--- src/rtl/alu_pkg.sv ---
// rtl/alu_pkg.sv - shared datapath constants and ALU_Control opcodes
package alu_pkg;

    localparam int WIDTH    = 16;
    localparam int NUM_REGS = 8;
    localparam int ADDR_W   = $clog2(NUM_REGS);

    // Opcode values are shared with the ALU and the control sequencer.
    typedef enum logic [3:0] {
        ALU_SUB = 4'b0000,
        ALU_ADD = 4'b0001,
        ALU_OR  = 4'b0010,
        ALU_AND = 4'b0011,
        ALU_DEC = 4'b0100,
        ALU_INC = 4'b0101,
        ALU_INV = 4'b0110,
        ALU_LSL = 4'b1000,
        ALU_SLE = 4'b1001,
        ALU_LSR = 4'b1010,
        ALU_ASL = 4'b1100,
        ALU_ASR = 4'b1110
    } alu_control_e;

endpackage

--- src/rtl/alu_reg_file_if.sv ---
// rtl/alu_reg_file_if.sv - register file / flag bus between sequencer (master) and register file (slave)
interface alu_reg_file_if;
    import alu_pkg::*;

    logic              RegWrite;
    logic [ADDR_W-1:0] WriteAddr;
    logic [WIDTH-1:0]  WriteData;
    logic [ADDR_W-1:0] ReadAddrA;
    logic [ADDR_W-1:0] ReadAddrB;
    logic [WIDTH-1:0]  ReadDataA;
    logic [WIDTH-1:0]  ReadDataB;
    logic              FlagWrite;
    logic              OverflowIn;
    logic              ZeroIn;
    logic              FlagClear;
    logic              FlagZero;
    logic              FlagOverflow;
    logic              FlagOverflowSticky;

    modport master (
        output RegWrite, WriteAddr, WriteData, ReadAddrA, ReadAddrB,
        output FlagWrite, OverflowIn, ZeroIn, FlagClear,
        input  ReadDataA, ReadDataB, FlagZero, FlagOverflow, FlagOverflowSticky
    );

    modport slave (
        input  RegWrite, WriteAddr, WriteData, ReadAddrA, ReadAddrB,
        input  FlagWrite, OverflowIn, ZeroIn, FlagClear,
        output ReadDataA, ReadDataB, FlagZero, FlagOverflow, FlagOverflowSticky
    );

endinterface

--- src/rtl/alu_status_flags.sv ---
// rtl/alu_status_flags.sv - ALU Zero/Overflow capture registers with sticky overflow
module alu_status_flags (
    input  logic clk,
    input  logic reset,
    input  logic flag_write,
    input  logic overflow_in,
    input  logic zero_in,
    input  logic flag_clear,
    output logic flag_zero,
    output logic flag_overflow,
    output logic flag_overflow_sticky
);

    always_ff @(posedge clk) begin
        if (reset) begin
            flag_zero            <= 1'b0;
            flag_overflow        <= 1'b0;
            flag_overflow_sticky <= 1'b0;
        end else begin
            if (flag_write) begin
                flag_zero     <= zero_in;
                flag_overflow <= overflow_in;
            end
            // A new overflow outranks a clear arriving in the same cycle.
            flag_overflow_sticky <= (flag_overflow_sticky & ~flag_clear)
                                  | (flag_write & overflow_in);
        end
    end

endmodule

--- src/rtl/alu_reg_file.sv ---
// rtl/alu_reg_file.sv - 8x16 register file with registered ALU operand ports; ALU_REGFILE_BYPASS_EN enables write-to-read forwarding
module alu_reg_file
    import alu_pkg::*;
(
    input  logic          clk,
    input  logic          reset,
    alu_reg_file_if.slave bus
);

    logic [WIDTH-1:0] regs [NUM_REGS];
    logic [WIDTH-1:0] read_a_q, read_b_q;
    logic [WIDTH-1:0] next_a, next_b;
    logic             write_en;

    assign write_en = bus.RegWrite && (bus.WriteAddr != '0);

    always_comb begin
        next_a = regs[bus.ReadAddrA];
        next_b = regs[bus.ReadAddrB];
`ifdef ALU_REGFILE_BYPASS_EN
        if (write_en && (bus.WriteAddr == bus.ReadAddrA)) next_a = bus.WriteData;
        if (write_en && (bus.WriteAddr == bus.ReadAddrB)) next_b = bus.WriteData;
`endif
        // R0 reads as zero regardless of array contents or forwarding.
        if (bus.ReadAddrA == '0) next_a = '0;
        if (bus.ReadAddrB == '0) next_b = '0;
    end

    always_ff @(posedge clk) begin
        if (reset) begin
            for (int i = 0; i < NUM_REGS; i++) regs[i] <= '0;
            read_a_q <= '0;
            read_b_q <= '0;
        end else begin
            if (write_en) regs[bus.WriteAddr] <= bus.WriteData;
            read_a_q <= next_a;
            read_b_q <= next_b;
        end
    end

    assign bus.ReadDataA = read_a_q;
    assign bus.ReadDataB = read_b_q;

    alu_status_flags u_flags (
        .clk                  (clk),
        .reset                (reset),
        .flag_write           (bus.FlagWrite),
        .overflow_in          (bus.OverflowIn),
        .zero_in              (bus.ZeroIn),
        .flag_clear           (bus.FlagClear),
        .flag_zero            (bus.FlagZero),
        .flag_overflow        (bus.FlagOverflow),
        .flag_overflow_sticky (bus.FlagOverflowSticky)
    );

endmodule

--- src/flat_wrapper.sv ---
// flat-port wrapper written by rule: the top's interface ports become plain ports
module alu_reg_file_flat import alu_pkg::*;
  (clk, reset, bus_RegWrite, bus_WriteAddr, bus_WriteData, bus_ReadAddrA, bus_ReadAddrB, bus_FlagWrite, bus_OverflowIn, bus_ZeroIn, bus_FlagClear, bus_ReadDataA, bus_ReadDataB, bus_FlagZero, bus_FlagOverflow, bus_FlagOverflowSticky);
  alu_reg_file_if bus_i ();
  input  logic clk;
  input  logic reset;
  input wire logic [$bits(bus_i.RegWrite)-1:0] bus_RegWrite;
  input wire logic [$bits(bus_i.WriteAddr)-1:0] bus_WriteAddr;
  input wire logic [$bits(bus_i.WriteData)-1:0] bus_WriteData;
  input wire logic [$bits(bus_i.ReadAddrA)-1:0] bus_ReadAddrA;
  input wire logic [$bits(bus_i.ReadAddrB)-1:0] bus_ReadAddrB;
  input wire logic [$bits(bus_i.FlagWrite)-1:0] bus_FlagWrite;
  input wire logic [$bits(bus_i.OverflowIn)-1:0] bus_OverflowIn;
  input wire logic [$bits(bus_i.ZeroIn)-1:0] bus_ZeroIn;
  input wire logic [$bits(bus_i.FlagClear)-1:0] bus_FlagClear;
  output wire logic [$bits(bus_i.ReadDataA)-1:0] bus_ReadDataA;
  output wire logic [$bits(bus_i.ReadDataB)-1:0] bus_ReadDataB;
  output wire logic [$bits(bus_i.FlagZero)-1:0] bus_FlagZero;
  output wire logic [$bits(bus_i.FlagOverflow)-1:0] bus_FlagOverflow;
  output wire logic [$bits(bus_i.FlagOverflowSticky)-1:0] bus_FlagOverflowSticky;
  assign bus_i.RegWrite = bus_RegWrite;
  assign bus_i.WriteAddr = bus_WriteAddr;
  assign bus_i.WriteData = bus_WriteData;
  assign bus_i.ReadAddrA = bus_ReadAddrA;
  assign bus_i.ReadAddrB = bus_ReadAddrB;
  assign bus_i.FlagWrite = bus_FlagWrite;
  assign bus_i.OverflowIn = bus_OverflowIn;
  assign bus_i.ZeroIn = bus_ZeroIn;
  assign bus_i.FlagClear = bus_FlagClear;
  assign bus_ReadDataA = bus_i.ReadDataA;
  assign bus_ReadDataB = bus_i.ReadDataB;
  assign bus_FlagZero = bus_i.FlagZero;
  assign bus_FlagOverflow = bus_i.FlagOverflow;
  assign bus_FlagOverflowSticky = bus_i.FlagOverflowSticky;
  alu_reg_file u_core (.clk(clk), .reset(reset), .bus(bus_i));
endmodule
--- config.mk ---
export PLATFORM = sky130hd
export DESIGN_NAME = alu_reg_file_flat
export DESIGN_NICKNAME = d
export VERILOG_FILES = /design/src/rtl/alu_pkg.sv /design/src/rtl/alu_reg_file_if.sv /design/src/rtl/alu_status_flags.sv /design/src/rtl/alu_reg_file.sv /design/src/flat_wrapper.sv
export SDC_FILE = /design/constraint.sdc
export NUM_CORES = 1
export LEC_CHECK = 0
export ABC_AREA = 1
export CAP_MARGIN = 5
export CORE_MARGIN = 2
export CORE_UTILIZATION = 45
export CTS_CLUSTER_DIAMETER = 60
export DETAILED_ROUTE_END_ITERATION = 7
export DONT_BUFFER_PORTS = 1
export GPL_TIMING_DRIVEN = 0
export PLACE_DENSITY = 0.69
export SYNTH_ARGS = -nofsm -noshare
export SYNTH_HDL_FRONTEND = slang
export SYNTH_HIERARCHICAL = 1
export SYNTH_SLANG_ARGS = --single-unit
--- constraint.sdc ---
create_clock -name clk -period 3.1 [get_ports clk]
set_input_delay 0.465 -clock clk [delete_from_list [all_inputs] [get_ports clk]]
set_output_delay 0.465 -clock clk [all_outputs]
set_load 0.02 [all_outputs]
==> results.toml <==
[logic_synthesis]
synth_edf_count = 128
syn-cell-area_sq_um = 8440
synth_xor_area_share_pct = 0
synthSimpleGateAreaFrac_pct = 34.4
synth_top_area_cell = "edfxtp_1"
synth_cells = 1067
synth_compound_area_share_pct = 0.593
synth_top_area_share_pct = 45.5
ys_ff_latch = 163
yosys_warnings = 6
synth_top_family_by_area = "simple AND/OR/NAND/NOR gates"
synthArstFlopShare_pct = 0
ys_types = 23
ys_top_cells_by_area = "edfxtp_1, nand2_1, nand3_1"
synth.mux.area_fraction_pct = 0
yosysSeqAreaShare_pct = 53.8
yosys_most_used_dff = "edfxtp_1"
synthAdderAreaFrac_pct = 0
syn-mean-instance-area_sq_um = 7.91

[setup_path]
crit_type = "in -> reg"
cp.required_ns = 3.15
cp_slowest_stage_delay_ns = 0.71
cp_common_cell = "buf_6"
crit_arrival_ns = 1.96
path_max_fanout = 16
cp-start-kind = "input port"
end_kind = "register"
crit_chain = "buf_6, inv_1, nand4_4, buf_6, nand2_1"
slowest_stage = "nand2_1"

[clocking]
clk_pin_slew_ns = 0.07
cts.sinks = 163
cts_setup_buffers = 0
clockBufferDepth = 2
h-tree-depth = 4
cts-resized-gates = 0
cts_made_buffers = 17
ctsHoldBuffers = 0
cts_tree = "done"
cts_root_buf = "clkbuf_16"
insertion_delay_ns = 0.44

[power_and_ir_drop]
swShare_pct = 28.2
p_leak_nw = 4.44
power_frac_seq_pct = 48.0
peakVddDrop_v = 0.000318
p_int_w = 0.00389
cellPowerDensity_nw_per_um2 = 576
p_total_w = 0.00542
comb_power_share_pct = 12.2
p_sw_w = 0.00153
pwr-share-clk_pct = 39.8

[global_route]
grt_usage_pct = 26.8
grt_pass1_vias = 6691
grt_max_degree = 17
grt-ovfl-total = 0
grt_pass1_wl_um = 39200
antenna_found_initial = 0

[outcome]
status = "complete, no violations"

[final_layout]
regArea_sq_um = 4540
area_growth_pct = 11.5
final_common_cell = "nand2_1"
fill_cells = 1769
fin_nets = 1135
multiInputGateArea_sq_um = 3020
drive_gt1_share_pct = 8.33
antenna_cells = 0
final_cell_mix = "nand2_1, nand3_1, inv_1"

[die]
die_w_um = 141
dieArea_sq_um = 19900
start_util_pct = 45.4
die_y_um = 141
core-area_sq_um = 18600
rows = 50
io_pins = 67

[routing]
wl_um = 25800
drtIter0Drc = 1049
num_vias = 7227
wl_per_cell_um = 19.1
route.detailed.drc = 0
drt_pre_antenna_iters = 6
drt.antenna.violating_nets = 0
drt-vias-per-instance = 5.35

[timing]
rsz0062_at_grt = "false"
worst_slew_pin_slew_ns = 0.959
period_minus_slack_ns = 1.91
finalSetupViolCount = 0
clock_skew_ns = 0.00655
holdWs_ns = 0.0869
fin_crit_sh_pct = 61.6
relSlewSlack_pct = 35.9
slew_viol_final = 0
fmax_ghz = 0.524
hold_viol_final = 0

[worst_hold_path]
min_path_type = "in -> reg"

[place]
hpwl_um = 18500
io_buffers = 0
gp_congestion = 0.948

[flow_run]
cap_violations = 0
==> kinds of logic (layout without fill, tap and decap cells) <==
logic type             Yosys count  after routing
flip-flops                     163            163
AND/OR/NAND/NOR                677            677
buffers and inverters          219            253
other                            1             16
AO/OA/AOI/OAI                    7              7
==> power by group through the flow <==
stage,logic (W),clock network [W],registers [W]
after floorplan,0.000441,0,0.00263
after global placement,0.000632,0,0.00265
after detailed placement,0.000640,0,0.00265
after CTS,0.000643,0.00218,0.00260
after global routing,0.000725,0.00227,0.00262
final,0.000663,0.00216,0.00260
==> final cells by class <==
class                   count  area share [%]
flip-flops and latches    163            48.3
plain buffers              64            3.79
clock buffers              17            4.52
clock inverters            15            1.79
multi-input cells         700            32.1
inverters                 155            6.18
repair buffers              2           0.239
well taps                 234            3.11
==> layer usage <==
metal | GRT usage, % | share of wire, % | wire [um]
met1 | 37.8 | 42 | 10800
met2 | 41.4 | 44 | 11400
met3 | 5.71 | 11 | 2960
met4 | 8.68 | 2.4 | 619
met5 | 0 | 0 | 0
==> worst max-delay path, delay by kind of cell <==
kind / cells / cell delay, ns
buffers and inverters: 3 / 0.53
and+or+nand+nor: 2 / 0.96
==> sequential cells by signal (all words and copies together), names as in the netlist <==
| signal | flops |
|---|---|
| u_core/bus.ReadDataA | 16 |
| u_core/bus.ReadDataB | 16 |
| u_core/regs | 128 |
| u_core/u_flags/flag_overflow | 1 |
| u_core/u_flags/flag_overflow_sticky | 1 |
| u_core/u_flags/flag_zero | 1 |
==> cells in the mapped netlist (2+ instances only) <==
| master | count |
|---|---|
| a21oi_1 | 3 |
| buf_1 | 6 |
| buf_2 | 33 |
| buf_4 | 2 |
| buf_6 | 9 |
| clkbuf_1 | 14 |
| dfxtp_1 | 35 |
| edfxtp_1 | 128 |
| inv_1 | 154 |
| nand2_1 | 330 |
| nand2_2 | 2 |
| nand3_1 | 160 |
| nand4_4 | 5 |
| nor2_1 | 146 |
| nor3_1 | 30 |
| nor3_2 | 2 |
| o21ai_0 | 2 |
==> through the flow <==
step | util, % | area [sq um] | std cells | setup slack (ns) | TNS, ns
after global placement | 47.3 | 8790 | 1316 | -0.376 | -6.00
after detailed placement | 47.5 | 8820 | 1318 | 0.782 | 0
after floorplan | - | 8500 | 1082 | 0.569 | 0
final | 50.7 | 9410 | 1350 | 1.19 | 0
after CTS | 50.7 | 9410 | 1350 | 1.24 | 0
after global routing | 50.7 | 9410 | 1350 | 1.15 | 0
==> final timing paths <==
kind | startpoint | to | slack [ns] | depth (start not counted)
setup / recovery | bus_WriteAddr[2] | u_core/regs[2][3] | 1.19 | 5
hold / removal | reset | u_core/u_flags/flag_zero | 0.09 | 1
setup reg to reg | u_core/regs[7][15] | u_core/bus.ReadDataB[15] | 2.03 | 6
hold reg to reg | u_core/u_flags/flag_zero | u_core/u_flags/flag_zero | 0.56 | 2
(Power assumes the default switching activity.)
